## src/rtl/load_store_unit.sv

```systemverilog
// Memory-access stage engine: issues one RAM access per load/store and formats
// the returned word (big-endian, byte offset 0 is bits 31:24) for the pipeline.
module load_store_unit #(
    parameter int TIMEOUT_CYCLES = 16
) (
    input  logic        clock,
    input  logic        reset,
    input  logic        req_valid,
    input  logic [3:0]  req_op,
    input  logic [31:0] req_address,
    input  logic [31:0] req_store_data,
    input  logic [31:0] req_rt_value,
    output logic        stall,
    output logic        result_valid,
    output logic [31:0] result,
    output logic        address_error,
    output logic        bus_error,
    output logic        ram_request,
    output logic        ram_write,
    output logic [31:0] ram_address,
    output logic [3:0]  ram_select,
    output logic [31:0] ram_write_data,
    input  logic        ram_ready,
    input  logic [31:0] ram_read_data
);

    localparam logic [1:0] IDLE   = 2'd0;
    localparam logic [1:0] ACCESS = 2'd1;
    localparam logic [1:0] DONE   = 2'd2;

    localparam logic [3:0] OP_LB  = 4'h0;
    localparam logic [3:0] OP_LBU = 4'h1;
    localparam logic [3:0] OP_LH  = 4'h2;
    localparam logic [3:0] OP_LHU = 4'h3;
    localparam logic [3:0] OP_LW  = 4'h4;
    localparam logic [3:0] OP_LWL = 4'h5;
    localparam logic [3:0] OP_LWR = 4'h6;
    localparam logic [3:0] OP_SB  = 4'h8;
    localparam logic [3:0] OP_SH  = 4'h9;
    localparam logic [3:0] OP_SW  = 4'hA;

    localparam int CW = $clog2(TIMEOUT_CYCLES + 1);
    localparam logic [CW-1:0] LAST_COUNT = CW'(TIMEOUT_CYCLES - 1);

    logic [1:0]    state;
    logic [3:0]    op_q;
    logic [1:0]    off_q;
    logic [31:0]   rt_q;
    logic [CW-1:0] count;

    logic          legal;
    logic          aligned;
    logic          start;
    logic [3:0]    sel_d;
    logic [31:0]   wdata_d;
    logic [7:0]    byte_v;
    logic [15:0]   half_v;
    logic [31:0]   lwl_mask;
    logic [31:0]   lwr_mask;
    logic [31:0]   load_data;

    // NOTE: every signal gets a default before the case so no latch is inferred.
    always_comb begin
        legal   = 1'b1;
        aligned = 1'b1;
        case (req_op)
            OP_LB, OP_LBU, OP_LWL, OP_LWR, OP_SB: aligned = 1'b1;
            OP_LH, OP_LHU, OP_SH:                 aligned = ~req_address[0];
            OP_LW, OP_SW:                         aligned = (req_address[1:0] == 2'b00);
            default:                              legal   = 1'b0;
        endcase
    end

    assign start = (state == IDLE) && req_valid && legal;
    // Gated by reset so the pipeline is released the moment reset asserts.
    assign stall = reset && (start || (state == ACCESS));

    always_comb begin
        sel_d   = 4'b1111;
        wdata_d = req_store_data;
        case (req_op)
            OP_SB: begin
                sel_d   = 4'b1000 >> req_address[1:0];
                wdata_d = {4{req_store_data[7:0]}};
            end
            OP_SH: begin
                sel_d   = req_address[1] ? 4'b0011 : 4'b1100;
                wdata_d = {2{req_store_data[15:0]}};
            end
            default: ;
        endcase
    end

    // Load formatting works on the captured offset and the word returned this cycle.
    always_comb begin
        case (off_q)
            2'd0:    byte_v = ram_read_data[31:24];
            2'd1:    byte_v = ram_read_data[23:16];
            2'd2:    byte_v = ram_read_data[15:8];
            default: byte_v = ram_read_data[7:0];
        endcase
        half_v = off_q[1] ? ram_read_data[15:0] : ram_read_data[31:16];
        case (off_q)
            2'd0:    begin lwl_mask = 32'h0000_0000; lwr_mask = 32'h0000_00FF; end
            2'd1:    begin lwl_mask = 32'h0000_00FF; lwr_mask = 32'h0000_FFFF; end
            2'd2:    begin lwl_mask = 32'h0000_FFFF; lwr_mask = 32'h00FF_FFFF; end
            default: begin lwl_mask = 32'h00FF_FFFF; lwr_mask = 32'hFFFF_FFFF; end
        endcase
        case (op_q)
            OP_LB:   load_data = {{24{byte_v[7]}}, byte_v};
            OP_LBU:  load_data = {24'h0, byte_v};
            OP_LH:   load_data = {{16{half_v[15]}}, half_v};
            OP_LHU:  load_data = {16'h0, half_v};
            OP_LW:   load_data = ram_read_data;
            OP_LWL:  load_data = (ram_read_data << {off_q, 3'b000}) | (rt_q & lwl_mask);
            OP_LWR:  load_data = (ram_read_data >> {~off_q, 3'b000}) | (rt_q & ~lwr_mask);
            default: load_data = 32'h0;
        endcase
    end

    // NOTE: sequential state uses non-blocking assignments only.
    always_ff @(posedge clock or negedge reset) begin
        if (!reset) begin
            state          <= IDLE;
            op_q           <= 4'h0;
            off_q          <= 2'b00;
            rt_q           <= 32'h0;
            count          <= '0;
            result_valid   <= 1'b0;
            result         <= 32'h0;
            address_error  <= 1'b0;
            bus_error      <= 1'b0;
            ram_request    <= 1'b0;
            ram_write      <= 1'b0;
            ram_address    <= 32'h0;
            ram_select     <= 4'h0;
            ram_write_data <= 32'h0;
        end else begin
            result_valid  <= 1'b0;
            address_error <= 1'b0;
            bus_error     <= 1'b0;
            case (state)
                IDLE: begin
                    if (start && aligned) begin
                        op_q           <= req_op;
                        off_q          <= req_address[1:0];
                        rt_q           <= req_rt_value;
                        count          <= '0;
                        ram_request    <= 1'b1;
                        ram_write      <= req_op[3];
                        ram_address    <= {req_address[31:2], 2'b00};
                        ram_select     <= sel_d;
                        ram_write_data <= wdata_d;
                        state          <= ACCESS;
                    end else if (start) begin
                        address_error <= 1'b1;
                        state         <= DONE;
                    end
                end
                ACCESS: begin
                    if (ram_ready) begin
                        result       <= load_data;
                        result_valid <= 1'b1;
                        ram_request  <= 1'b0;
                        ram_write    <= 1'b0;
                        state        <= DONE;
                    end else if (count == LAST_COUNT) begin
                        bus_error   <= 1'b1;
                        ram_request <= 1'b0;
                        ram_write   <= 1'b0;
                        state       <= DONE;
                    end else begin
                        count <= count + 1'b1;
                    end
                end
                DONE:    state <= IDLE;
                default: state <= IDLE;
            endcase
        end
    end

endmodule

```

## config.mk

```make
export PLATFORM = sky130hd
export DESIGN_NAME = load_store_unit
export DESIGN_NICKNAME = d
export VERILOG_FILES = /design/src/rtl/load_store_unit.sv
export SDC_FILE = /design/constraint.sdc
export NUM_CORES = 1
export LEC_CHECK = 0
export ABC_CLOCK_PERIOD_IN_PS = 3000
export CORE_MARGIN = 3
export CORE_UTILIZATION = 55
export DETAILED_ROUTE_END_ITERATION = 16
export DONT_BUFFER_PORTS = 1
export GPL_TIMING_DRIVEN = 0
export PLACE_DENSITY = 0.77
export SKIP_LAST_GASP = 1
export SLEW_MARGIN = 20
export SYNTH_ARGS = -nofsm -noshare
export SYNTH_HDL_FRONTEND = slang
export SYNTH_SLANG_ARGS = --single-unit
```

## constraint.sdc

```tcl
create_clock -name clock -period 3 [get_ports clock]
set_clock_uncertainty 0.2 [all_clocks]
set_input_delay 0.3 -clock clock [delete_from_list [all_inputs] [get_ports clock]]
set_output_delay 0.3 -clock clock [all_outputs]
set_load 0.005 [all_outputs]
```

==> metrics.md, run 1 <==
| Metric | Value |
|---|---|
| Crit path max-delay family | buffers and inverters |
| Share of the synthesized area in the top cell type | 0.461 |
| Most frequent cells in the layout | 148 x dfrtp_1, 125 x dlygate4sd3_1, 118 x mux2_2 |
| CP Launch Point | op_q[2] |
| Final WL | 28400 µm |
| Port Buffer Count | 0 |
| Pwr/cell area | 951 nW/µm² |
| CTS tree | yes |
| First-pass GRT wire length | 43700 µm |
| CTS Buf Count | 17 |
| Slew @ Worst Pin | 1.03 ns |
| GP Congestion | 1.00 |
| Reg clk slew, reported paths | 0.07 ns |
| Synthesis Warnings | 0 |
| Grt ovf | 0 |
| Die Y-Extent | 127 µm |
| Vias | 7021 |
| Hold Fails Final Rpt | 148 |
| Synth Cell Area | 8040 µm² |
| CP Class | flop to flop |
| Max-slew violations | 0 |
| Setup bufs post-CTS | 0 |
| Placed Area | 8290 µm² |
| Worst hold path type | input pin to async pin |
| DR vias/cell | 6.80 |
| Fin crit share | 0.988 |
| GRT Resource Usage Total | 0.354 |
| Asr flop ratio synth | 1.00 |
| Post-synth EDFFs | 0 |
| Non-Filler Instances | 1032 |
| DRC | 0 |
| Core box area | 14100 µm² |
| Minimum clock period | 2.97 ns |
| Failing checks | negative hold slack |
| Max incr delay on CP | 0.61 ns |
| Antenna Cells | 0 |
| Crit-path max FO | 10 |
| Clock Tree Root | clkbuf_16 |
| Vias in the first global route | 7483 |
| CTS Hold Bufs | 125 |
| RSZ-0062 raised after global routing | yes |
| Sink Count | 148 |
| Dpl hpwl | 18300 µm |
| Post-route cell area | 10200 µm² |
| Layout Nets | 977 |
| Synthesized area per cell | 11.6 µm² |
| Clk Latency, worst-skew pair | 0.44 ns |
| Avg WL per Cell | 27.5 µm |
| F_max | 337 MHz |
| Crit path buffers/inverters | 3 |
| Hold WS | -0.641 ns |
| Cell Count Post-Placement | 875 |
| TritonRoute pass-1 iters | 8 |
| Primary FF master, synth | dfrtp_1 |
| Max cap viols | 0 |
| Mapped Cells | 694 |
| Leakage | 4.09 nW |
| Dominant cell type by area after synthesis | dfrtp_1 |
| Setup_tns | 0 ns |
| Peak supply drop | 0.656 mV |
| Crit path required time | 3.09 ns |
| Fraction of layout cells with a size suffix above 1 | 0.250 |
| Max-slew headroom | 0.310 |
| Initial DRC Count | 656 |
| Setup crit start kind | flop |
| Row count | 43 |
| Cell repeated most along the worst path | clkbuf_1 |
| Die X | 127 µm |
| Slowest cell on crit path | dlygate4sd3_1 |
| Largest net degree at the start of global routing | 150 |
| Sequential area share after synthesis | 0.461 |
| R2R Setup Slk | 0.03 ns |
| Synth unique cells | 57 |
| Flops & latches, synth | 148 |
| Final setup violation count | 0 |
| Crit path DAT | 3.06 ns |
| Die area | 16100 µm² |
| Worst Setup End Kind | flop |
| Initial antenna violation count | 0 |
| Area Overhead vs Synth | 26.2% |
| CP Cell Sequence | clkbuf_1 > clkbuf_1 > nor2_1 > a31o_2 > a221oi_1 > dlygate4sd3_1 > o21ai_0 |
| CTS max path bufs | 2 |
| Final ANT Viol Nets | 0 |
| Ports | 242 |
| Launching point of the worst reg2reg path | op_q[2] |
| Outcome | complete, but fails checks |
| Commonest non-fill, non-tap cell in the layout | dfrtp_1 |
| Initial core utilization | 0.570 |
| Area contributors post-synth | dfrtp_1 46%, mux2_2 17%, mux2i_1 5.6% |
| CTS H-tree lvls | 4 |
[cell families (layout without fill, tap and decap cells)]
kind of cell,after synthesis,after routing,share of synthesized area
buffers and inverters,79,236,0.0448
other,1,2,0.000466
DFF,148,148,0.461
and+or+nand+nor,112,112,0.0783
AOI/OAI and AO/OA,173,173,0.148
muxes,179,179,0.265
adders and majority gates,2,2,0.00311
[path summary, 6_finish.rpt]
path / end / cells after the start
max reg2reg: result[0] / 7
min in group clock: ram_write_data[25] / 4
min reg2reg: rt_q[5] / 1
max: result[0] / 7
max in group asynchronous: ram_write_data[12] / 0
min: address_error / 0
[worst register-to-register path, cell delays in order, from the launching register on]
cell and delay [ns]:
dfrtp_1 0.33, clkbuf_1 0.31, clkbuf_1 0.43, nor2_1 0.13
a31o_2 0.38, a221oi_1 0.38, dlygate4sd3_1 0.61, o21ai_0 0.07
[sequential cells by signal (all words and copies together) (netlist names)]
register and cells:
address_error 1, bus_error 1, count 5, off_q 2, op_q 4, ram_address 30
ram_request 1, ram_select 4, ram_write 1, ram_write_data 32, result 32, result_valid 1
rt_q 32, state 2
[report_power, final]
group / switching, W / total [W] / internal [W]
clock: 0.000941 / 0.00211 / 0.00117
combinational: 0.00202 / 0.00380 / 0.00178
sequential: 0.000853 / 0.00375 / 0.00289
total: 0.00381 / 0.00966 / 0.00584
[layout make-up]
cell class / count / area, µm²
Multi-Input combinational cell: 468 / 4030
Fill cell: 939 / 3950
Sequential cell: 148 / 3700
Timing Repair Buffer: 125 / 1250
Clock buffer: 18 / 429
Buffer: 59 / 288
Tap cell: 180 / 225
Clock inverter: 14 / 146
Inverter: 20 / 75.1
[Yosys cell counts, types with 10 or more instances]
library cell,number
nor2_1,10
a21oi_1,34
buf_2,15
nand2b_1,12
mux2i_1,45
dfrtp_1,148
inv_1,18
o22ai_1,11
o211ai_1,15
mux2_2,118
a222oi_1,14
a221oi_1,10
nand2_1,38
mux4_2,15
a211oi_1,10
clkbuf_1,27
o21ai_0,37
[per-stage QoR]
stage | utilization | setup WS [ns] | power [W]
5_1_grt | 0.720 | -0.0531 | 0.0101
6_report | 0.720 | 0.0348 | 0.00966
3_3_place_gp | 0.587 | -0.00203 | 0.00703
3_5_place_dp | 0.588 | 0.168 | 0.00717
4_1_cts | 0.718 | 0.0418 | 0.00942
2_1_floorplan | - | 0.638 | 0.00611
[metal layers]
metal	GRT usage	routed length [µm]
met1	0.435	10000
met2	0.573	13500
met3	0.121	3790
met4	0.150	1030
met5	0	0
[timing repair]
| item | in CTS | in global routing |
|---|---|---|
| resized for setup | 0 | 8 |
| setup endpoints to repair | 0 | 12 |
| endpoints found under the hold margin | 273 | 148 |
Note: power is estimated with default switching activity, not from simulation.
==> run 2: changes to the inputs <==
--- a/config.mk
+++ b/config.mk
@@ -5,7 +5,7 @@
 export SDC_FILE = /design/constraint.sdc
 export NUM_CORES = 1
 export LEC_CHECK = 0
-export ABC_CLOCK_PERIOD_IN_PS = 3000
+export ABC_CLOCK_PERIOD_IN_PS = 3600
 export CORE_MARGIN = 3
 export CORE_UTILIZATION = 55
 export DETAILED_ROUTE_END_ITERATION = 16
==> constraint.sdc (replaced) <==
create_clock -name clock -period 3.6 [get_ports clock]
set_clock_uncertainty 0.2 [all_clocks]
set_input_delay 0.36 -clock clock [delete_from_list [all_inputs] [get_ports clock]]
set_output_delay 0.36 -clock clock [all_outputs]
set_load 0.005 [all_outputs]
==> run 2 against run 1 <==
  * The run still ends with negative hold slack left
  * Non-clock buffer count is 21 lower
  * Global-route usage is 1.6 points lower
  * Via count is 3.9% lower
  * Clock power is 17% lower
  * Die area stayed put
  * Register-to-register slack better by 0.37 ns
  * Sequential share of layout area is 0.91 points higher
  * Cell area is 2.4% lower
  * Critical path type unchanged
  * Combinational power is 18% lower
==> metrics.md, run 2 (synthesis results as in run 1) <==
| Metric | Value |
|---|---|
| Ports | 242 (unchanged) |
| Final WL | 27200 µm (-4.1%) |
| Leakage | 3.98 nW (-2.6%) |
| Worst hold path type | input pin to async pin |
| Die Y-Extent | 127 µm (unchanged) |
| Commonest non-fill, non-tap cell in the layout | dfrtp_1 |
| Placed Area | 8290 µm² (unchanged) |
| CP Class | flop to flop |
| Hold WS | -0.572 ns (+0.0690 ns) |
| Met2 WL | 13100 µm (-3.3%) |
| PnR worst setup slack | 0.403 ns (+0.368 ns) |
| Clk network pwr share | 0.220 (+0.002) |
| CTS tree | yes |
| Sw Pwr | 0.00311 W (-18%) |
| CTS H-tree lvls | 4 (unchanged) |
| GP Congestion | 1.00 (unchanged) |
| Crit path DAT | 3.30 ns (+0.24 ns) |
| Crit path max-delay family | buffers and inverters |
| Slowest cell on crit path | dlygate4sd3_1 |
| First-pass GRT wire length | 41900 µm (-4.1%) |
| Met1 wire length | 9820 µm (-2.3%) |
| Setup crit start kind | flop |
| Largest net degree at the start of global routing | 150 (unchanged) |
| Reg clk slew, reported paths | 0.06 ns (about the same) |
| Setup_tns | 0 ns (unchanged) |
| Area Overhead vs Synth | 23.2% |
| Vias | 6747 (-3.9%) |
| Port Buffer Count | 0 (unchanged) |
| Minimum clock period | 3.20 ns (+0.232 ns) |
| Sequential power share | 0.390 (+0.002) |
| Clk Latency, worst-skew pair | 0.44 ns (about the same) |
| Initial antenna violation count | 0 (unchanged) |
| Max-slew headroom | 0.292 (-0.0184) |
| Crit-path max FO | 10 (unchanged) |
| CTS max path bufs | 2 (unchanged) |
| Max incr delay on CP | 0.58 ns (-0.03 ns) |
| Met3 wire length | 3440 µm (-9.3%) |
| Die X | 127 µm (unchanged) |
| Worst Setup End Kind | flop |
| Gate power share | 0.390 (-0.004) |
| Post-route cell area | 9900 µm² (-2.4%) |
| CTS Buf Count | 17 (unchanged) |
| Grt ovf | 0 (unchanged) |
| Failing checks | negative hold slack |
| CP Cell Sequence | buf_2 > buf_2 > clkbuf_1 > clkinv_1 > mux2i_1 > a222oi_1 > a31oi_1 > dlygate4sd3_1 |
| Cell Count Post-Placement | 875 (unchanged) |
| Crit path required time | 3.71 ns (+0.62 ns) |
| Sink Count | 148 (unchanged) |
| Non-Filler Instances | 1011 (-2.0%) |
| Number of fillers in the final layout | 961 (+2.3%) |
| Crit path buffers/inverters | 5 (+2) |
| Final setup violation count | 0 (unchanged) |
| Avg WL per Cell | 26.9 µm (-2.1%) |
| Layout Nets | 956 (-2.1%) |
| Pwr/cell area | 805 nW/µm² (-15%) |
| RSZ-0062 raised after global routing | no |
| Hold Fails Final Rpt | 148 (unchanged) |
| Final ANT Viol Nets | 0 (unchanged) |
| Slew @ Worst Pin | 1.06 ns (+0.0274 ns) |
| Max cap viols | 0 (unchanged) |
| GRT Resource Usage Total | 0.338 (-0.0159) |
| Vias in the first global route | 7195 (-3.8%) |
| Outcome | complete, but fails checks |
| Dpl hpwl | 18300 µm (unchanged) |
| Max-slew violations | 0 (unchanged) |
| Top layer in use | met4 |
| Setup bufs post-CTS | 0 (unchanged) |
| TritonRoute pass-1 iters | 9 (+1) |
| Fraction of layout cells with a size suffix above 1 | 0.250 (+0.000301) |
| Row count | 43 (unchanged) |
| Switching Share | 0.390 (-0.00428) |
| Fin crit share | 0.888 (-0.100) |
| Most frequent cells in the layout | 148 x dfrtp_1, 118 x mux2_2, 104 x dlygate4sd3_1 |
| Clock Tree Root | clkbuf_16 |
| Initial core utilization | 0.570 (unchanged) |
| Die area | 16100 µm² (unchanged) |
| Pre-CTS WS | 0.768 ns (+0.600 ns) |
| Biggest regs | ram_write_data: 32 flops, result: 32 flops, rt_q: 32 flops |
| Initial DRC Count | 669 (+2.0%) |
| Peak supply drop | 0.502 mV (-24%) |
| Antenna Cells | 0 (unchanged) |
| Cell repeated most along the worst path | buf_2 |
| DR vias/cell | 6.67 (-1.9%) |
| Power, Total | 0.00798 W (-17%) |
| Pint | 0.00486 W (-17%) |
| Core box area | 14100 µm² (unchanged) |
| F_max | 313 MHz (-7.2%) |
| DRC | 0 (unchanged) |
[run 2: cell types whose count changed in the layout (fill, tap and decap cells not counted), sizes merged]
cell | before | now
dlygate4sd3 | 125 | 104
clkbuf | 46 | 45
buf | 31 | 32
[run 2: power groups by stage]
stage,registers (W),clock network [W],logic [W]
3_5_place_dp,0.00309,0,0.00288
4_1_cts,0.00308,0.00174,0.00301
6_report,0.00311,0.00175,0.00311
5_1_grt,0.00319,0.00183,0.00333
2_1_floorplan,0.00283,0,0.00226
3_3_place_gp,0.00307,0,0.00279
[run 2: through the flow]
| step | hold WS, ns | util |
|---|---|---|
| 6_report | -0.572 | 0.703 |
| 3_5_place_dp | -0.129 | 0.588 |
| 2_1_floorplan | -0.136 | - |
| 4_1_cts | -0.589 | 0.700 |
| 3_3_place_gp | -0.130 | 0.587 |
| 5_1_grt | -0.597 | 0.703 |
[run 2: area by class of cell]
class | count | area [µm²] | area share
Buffer | 59 | 285 | 0.0288
Clock buffer | 18 | 429 | 0.0433
Clock inverter | 14 | 146 | 0.0148
Inverter | 20 | 75.1 | 0.00758
Multi-Input combinational cell | 468 | 4000 | 0.404
Sequential cell | 148 | 3700 | 0.374
Tap cell | 180 | 225 | 0.0227
Timing Repair Buffer | 104 | 1040 | 0.105
[run 2: final timing paths]
check / from / endpoint / slack, ns / depth (start not counted)
worst min-delay path: reset / op_q[2] / -0.57 / 0
max in group asynchronous: reset / ram_write_data[4] / 3.40 / 0
min in group clock: ram_read_data[30] / result[30] / 0 / 2
worst min register to register: rt_q[5] / rt_q[5] / 0.31 / 1
worst max-delay path: off_q[0] / result[10] / 0.40 / 8
worst max register to register: off_q[0] / result[10] / 0.40 / 8
[run 2: timing repair]
| action | in CTS | in global routing |
|---|---|---|
| hold endpoints to repair | 245 | 150 |
| hold buffers | 100 | 4 |
| resized for setup | 0 | 0 |
[run 2: metal layers]
metal	global-route usage	vias to the layer above
met5	0	-
met4	0.138	0
met3	0.112	68
met2	0.547	506
met1	0.420	3294
li1	-	2879
==> run 3: changes to the inputs <==
--- a/config.mk
+++ b/config.mk
@@ -7,11 +7,11 @@
 export LEC_CHECK = 0
 export ABC_CLOCK_PERIOD_IN_PS = 3600
 export CORE_MARGIN = 3
-export CORE_UTILIZATION = 55
+export CORE_UTILIZATION = 48
 export DETAILED_ROUTE_END_ITERATION = 16
 export DONT_BUFFER_PORTS = 1
 export GPL_TIMING_DRIVEN = 0
-export PLACE_DENSITY = 0.77
+export PLACE_DENSITY = 0.7
 export SKIP_LAST_GASP = 1
 export SLEW_MARGIN = 20
 export SYNTH_ARGS = -nofsm -noshare
==> run 3 against run 2 <==
  * The run still ends with negative hold slack left
  * First-iteration DRC count up 6.3%
  * Global-route usage down 3.4 points
  * Non-clock buffer count up 7
  * Die area rose by 14%
  * Critical path depth shrank 1
  * Sequential cell count unchanged
  * Final cell count grew 4.3%
  * Combinational power is essentially flat
  * Critical path type unchanged
  * Largest power group is now combinational cells
  * Cell area grew 1.6%
  * Count of clock-buffer cells in the layout fell by 1
  * Highest routed layer unchanged
  * Worst hold slack worse by 0.012 ns
  * Maximum frequency is 2.2% lower
==> metrics.md, run 3 (synthesis results as in run 1) <==
| Metric | Value |
|---|---|
| Outcome | complete, but fails checks |
| Failing checks | negative hold slack |
| Ports | 242 (unchanged) |
| Crit-path max FO | 10 (unchanged) |
| Clock Tree Root | clkbuf_16 |
| F_max | 306 MHz (-2.2%) |
| Minimum clock period | 3.27 ns (+0.0714 ns) |
| Placed Area | 8340 µm² (+0.60%) |
| Die Y-Extent | 135 µm (+6.7%) |
| Worst hold path type | input pin to async pin |
| Most frequent cells in the layout | 148 x dfrtp_1, 118 x mux2_2, 111 x dlygate4sd3_1 |
| Area Overhead vs Synth | 25.1% |
| Fraction of layout cells with a size suffix above 1 | 0.251 (+0.000296) |
| Post-route cell area | 10100 µm² (+1.6%) |
| Peak supply drop | 0.517 mV (+3.1%) |
| Largest net degree at the start of global routing | 150 (unchanged) |
| Vias | 6754 (+0.10%) |
| Biggest regs | ram_write_data: 32 flops, result: 32 flops, rt_q: 32 flops |
| Crit path DAT | 3.43 ns (+0.13 ns) |
| Vias in the first global route | 6959 (-3.3%) |
| CTS H-tree lvls | 4 (unchanged) |
| Die X | 135 µm (+6.7%) |
| First-pass GRT wire length | 41900 µm (about the same) |
| Grt ovf | 0 (unchanged) |
| Initial DRC Count | 711 (+6.3%) |
| CTS Buf Count | 17 (unchanged) |
| Post-CTS resize count | 0 (unchanged) |
| Initial core utilization | 0.499 (-0.0715) |
| Setup crit start kind | flop |
| Max cap viols | 0 (unchanged) |
| Worst Setup End Kind | flop |
| DRC | 0 (unchanged) |
| PnR worst setup slack | 0.332 ns (-0.0714 ns) |
| Row count | 46 (+7.0%) |
| Port Buffer Count | 0 (unchanged) |
| GRT Resource Usage Total | 0.304 (-0.0345) |
| CP Class | flop to flop |
| CTS tree | yes |
| Layout Nets | 963 (+0.73%) |
| Final setup violation count | 0 (unchanged) |
| Dpl hpwl | 19100 µm (+4.3%) |
| TritonRoute pass-1 iters | 6 (-3) |
| Antenna Cells | 0 (unchanged) |
| Max-slew violations | 0 (unchanged) |
| Die area | 18300 µm² (+14%) |
| Setup bufs post-CTS | 0 (unchanged) |
| Slew @ Worst Pin | 1.13 ns (+0.0785 ns) |
| Pwr/cell area | 805 nW/µm² (about the same) |
| CTS max path bufs | 2 (unchanged) |
| Final ANT Viol Nets | 0 (unchanged) |
| Final WL | 27800 µm (+2.1%) |
| Hold WS | -0.584 ns (-0.0123 ns) |
| RSZ-0062 raised after global routing | no |
| Reg clk slew, reported paths | 0.07 ns (about the same) |
| Max-slew headroom | 0.222 (-0.0697) |
| Core box area | 16100 µm² (+14%) |
| Clk Latency, worst-skew pair | 0.43 ns (about the same) |
| Setup_tns | 0 ns (unchanged) |
| Sink Count | 148 (unchanged) |
| CTS Hold Bufs | 111 (+11%) |
| DR vias/cell | 6.41 (-4.0%) |
| Hold Fails Final Rpt | 148 (unchanged) |
| Commonest non-fill, non-tap cell in the layout | dfrtp_1 |
| GP Congestion | 0.947 (-5.7%) |
| Initial antenna violation count | 0 (unchanged) |
| Final core occ | 0.624 (-0.0785) |
| Crit path required time | 3.76 ns (+0.05 ns) |
| Pre-CTS WS | 0.720 ns (-0.0481 ns) |
| Avg WL per Cell | 26.4 µm (-2.0%) |
| Fin crit share | 0.908 (+0.0198) |
| Number of fillers in the final layout | 1218 (+27%) |
| Leakage | 4.03 nW (+1.2%) |
==> run 3: cell count changes in the layout (fill, tap and decap cells not counted), sizes merged <==
cell	change
inv	+3
clkinvlp	-2
clkbuf	-1
dlygate4sd3	+7
==> run 3: per-layer routing <==
| metal | GRT usage | share of wire | vias up |
|---|---|---|---|
| met5 | 0 | 0 | - |
| met4 | 0.114 | 0.034 | 0 |
| met3 | 0.102 | 0.11 | 72 |
| met2 | 0.484 | 0.47 | 442 |
| met1 | 0.387 | 0.38 | 3344 |
| li1 | - | - | 2896 |
==> run 3: layout make-up <==
type | instances | area [µm²] | share of cell area
Inverter | 20 | 75.1 | 0.00746
Clock inverter | 15 | 184 | 0.0183
Tap cell | 216 | 270 | 0.0269
Clock buffer | 17 | 425 | 0.0423
Timing Repair Buffer | 111 | 1110 | 0.110
Sequential cell | 148 | 3700 | 0.368
Buffer | 59 | 285 | 0.0284
Multi-Input combinational cell | 468 | 4000 | 0.398
==> run 3: critical path, cell delays in order, from the launching register on <==
cell and delay (ns):
dfrtp_1 0.36, buf_2 0.17, clkbuf_1 0.25, nor4b_1 0.83, clkbuf_1 0.52, a22oi_1 0.14
a31oi_1 0.17, dlygate4sd3_1 0.55
==> run 3: metrics by stage <==
step                      cells  total power [W]
after floorplan             695          0.00509
after global placement      911          0.00592
after detailed placement    911          0.00604
after CTS                  1054          0.00803
after global routing       1054          0.00849
final                      1054          0.00810
==> run 3: power by group <==
group	switching [W]	internal (W)
clock network	0.000840	0.000998
logic	0.00165	0.00149
registers	0.000713	0.00241
total	0.00320	0.00490
==> run 3: worst paths after layout <==
kind | startpoint | to | slack [ns] | cells past startpoint
min in group clock | req_store_data[6] | ram_write_data[22] | 0.02 | 2
min reg2reg | rt_q[25] | rt_q[25] | 0.32 | 1
max reg2reg | op_q[1] | result[10] | 0.33 | 7
max in group asynchronous | reset | result[14] | 3.60 | 0
max | op_q[1] | result[10] | 0.33 | 7
min | reset | address_error | -0.58 | 0
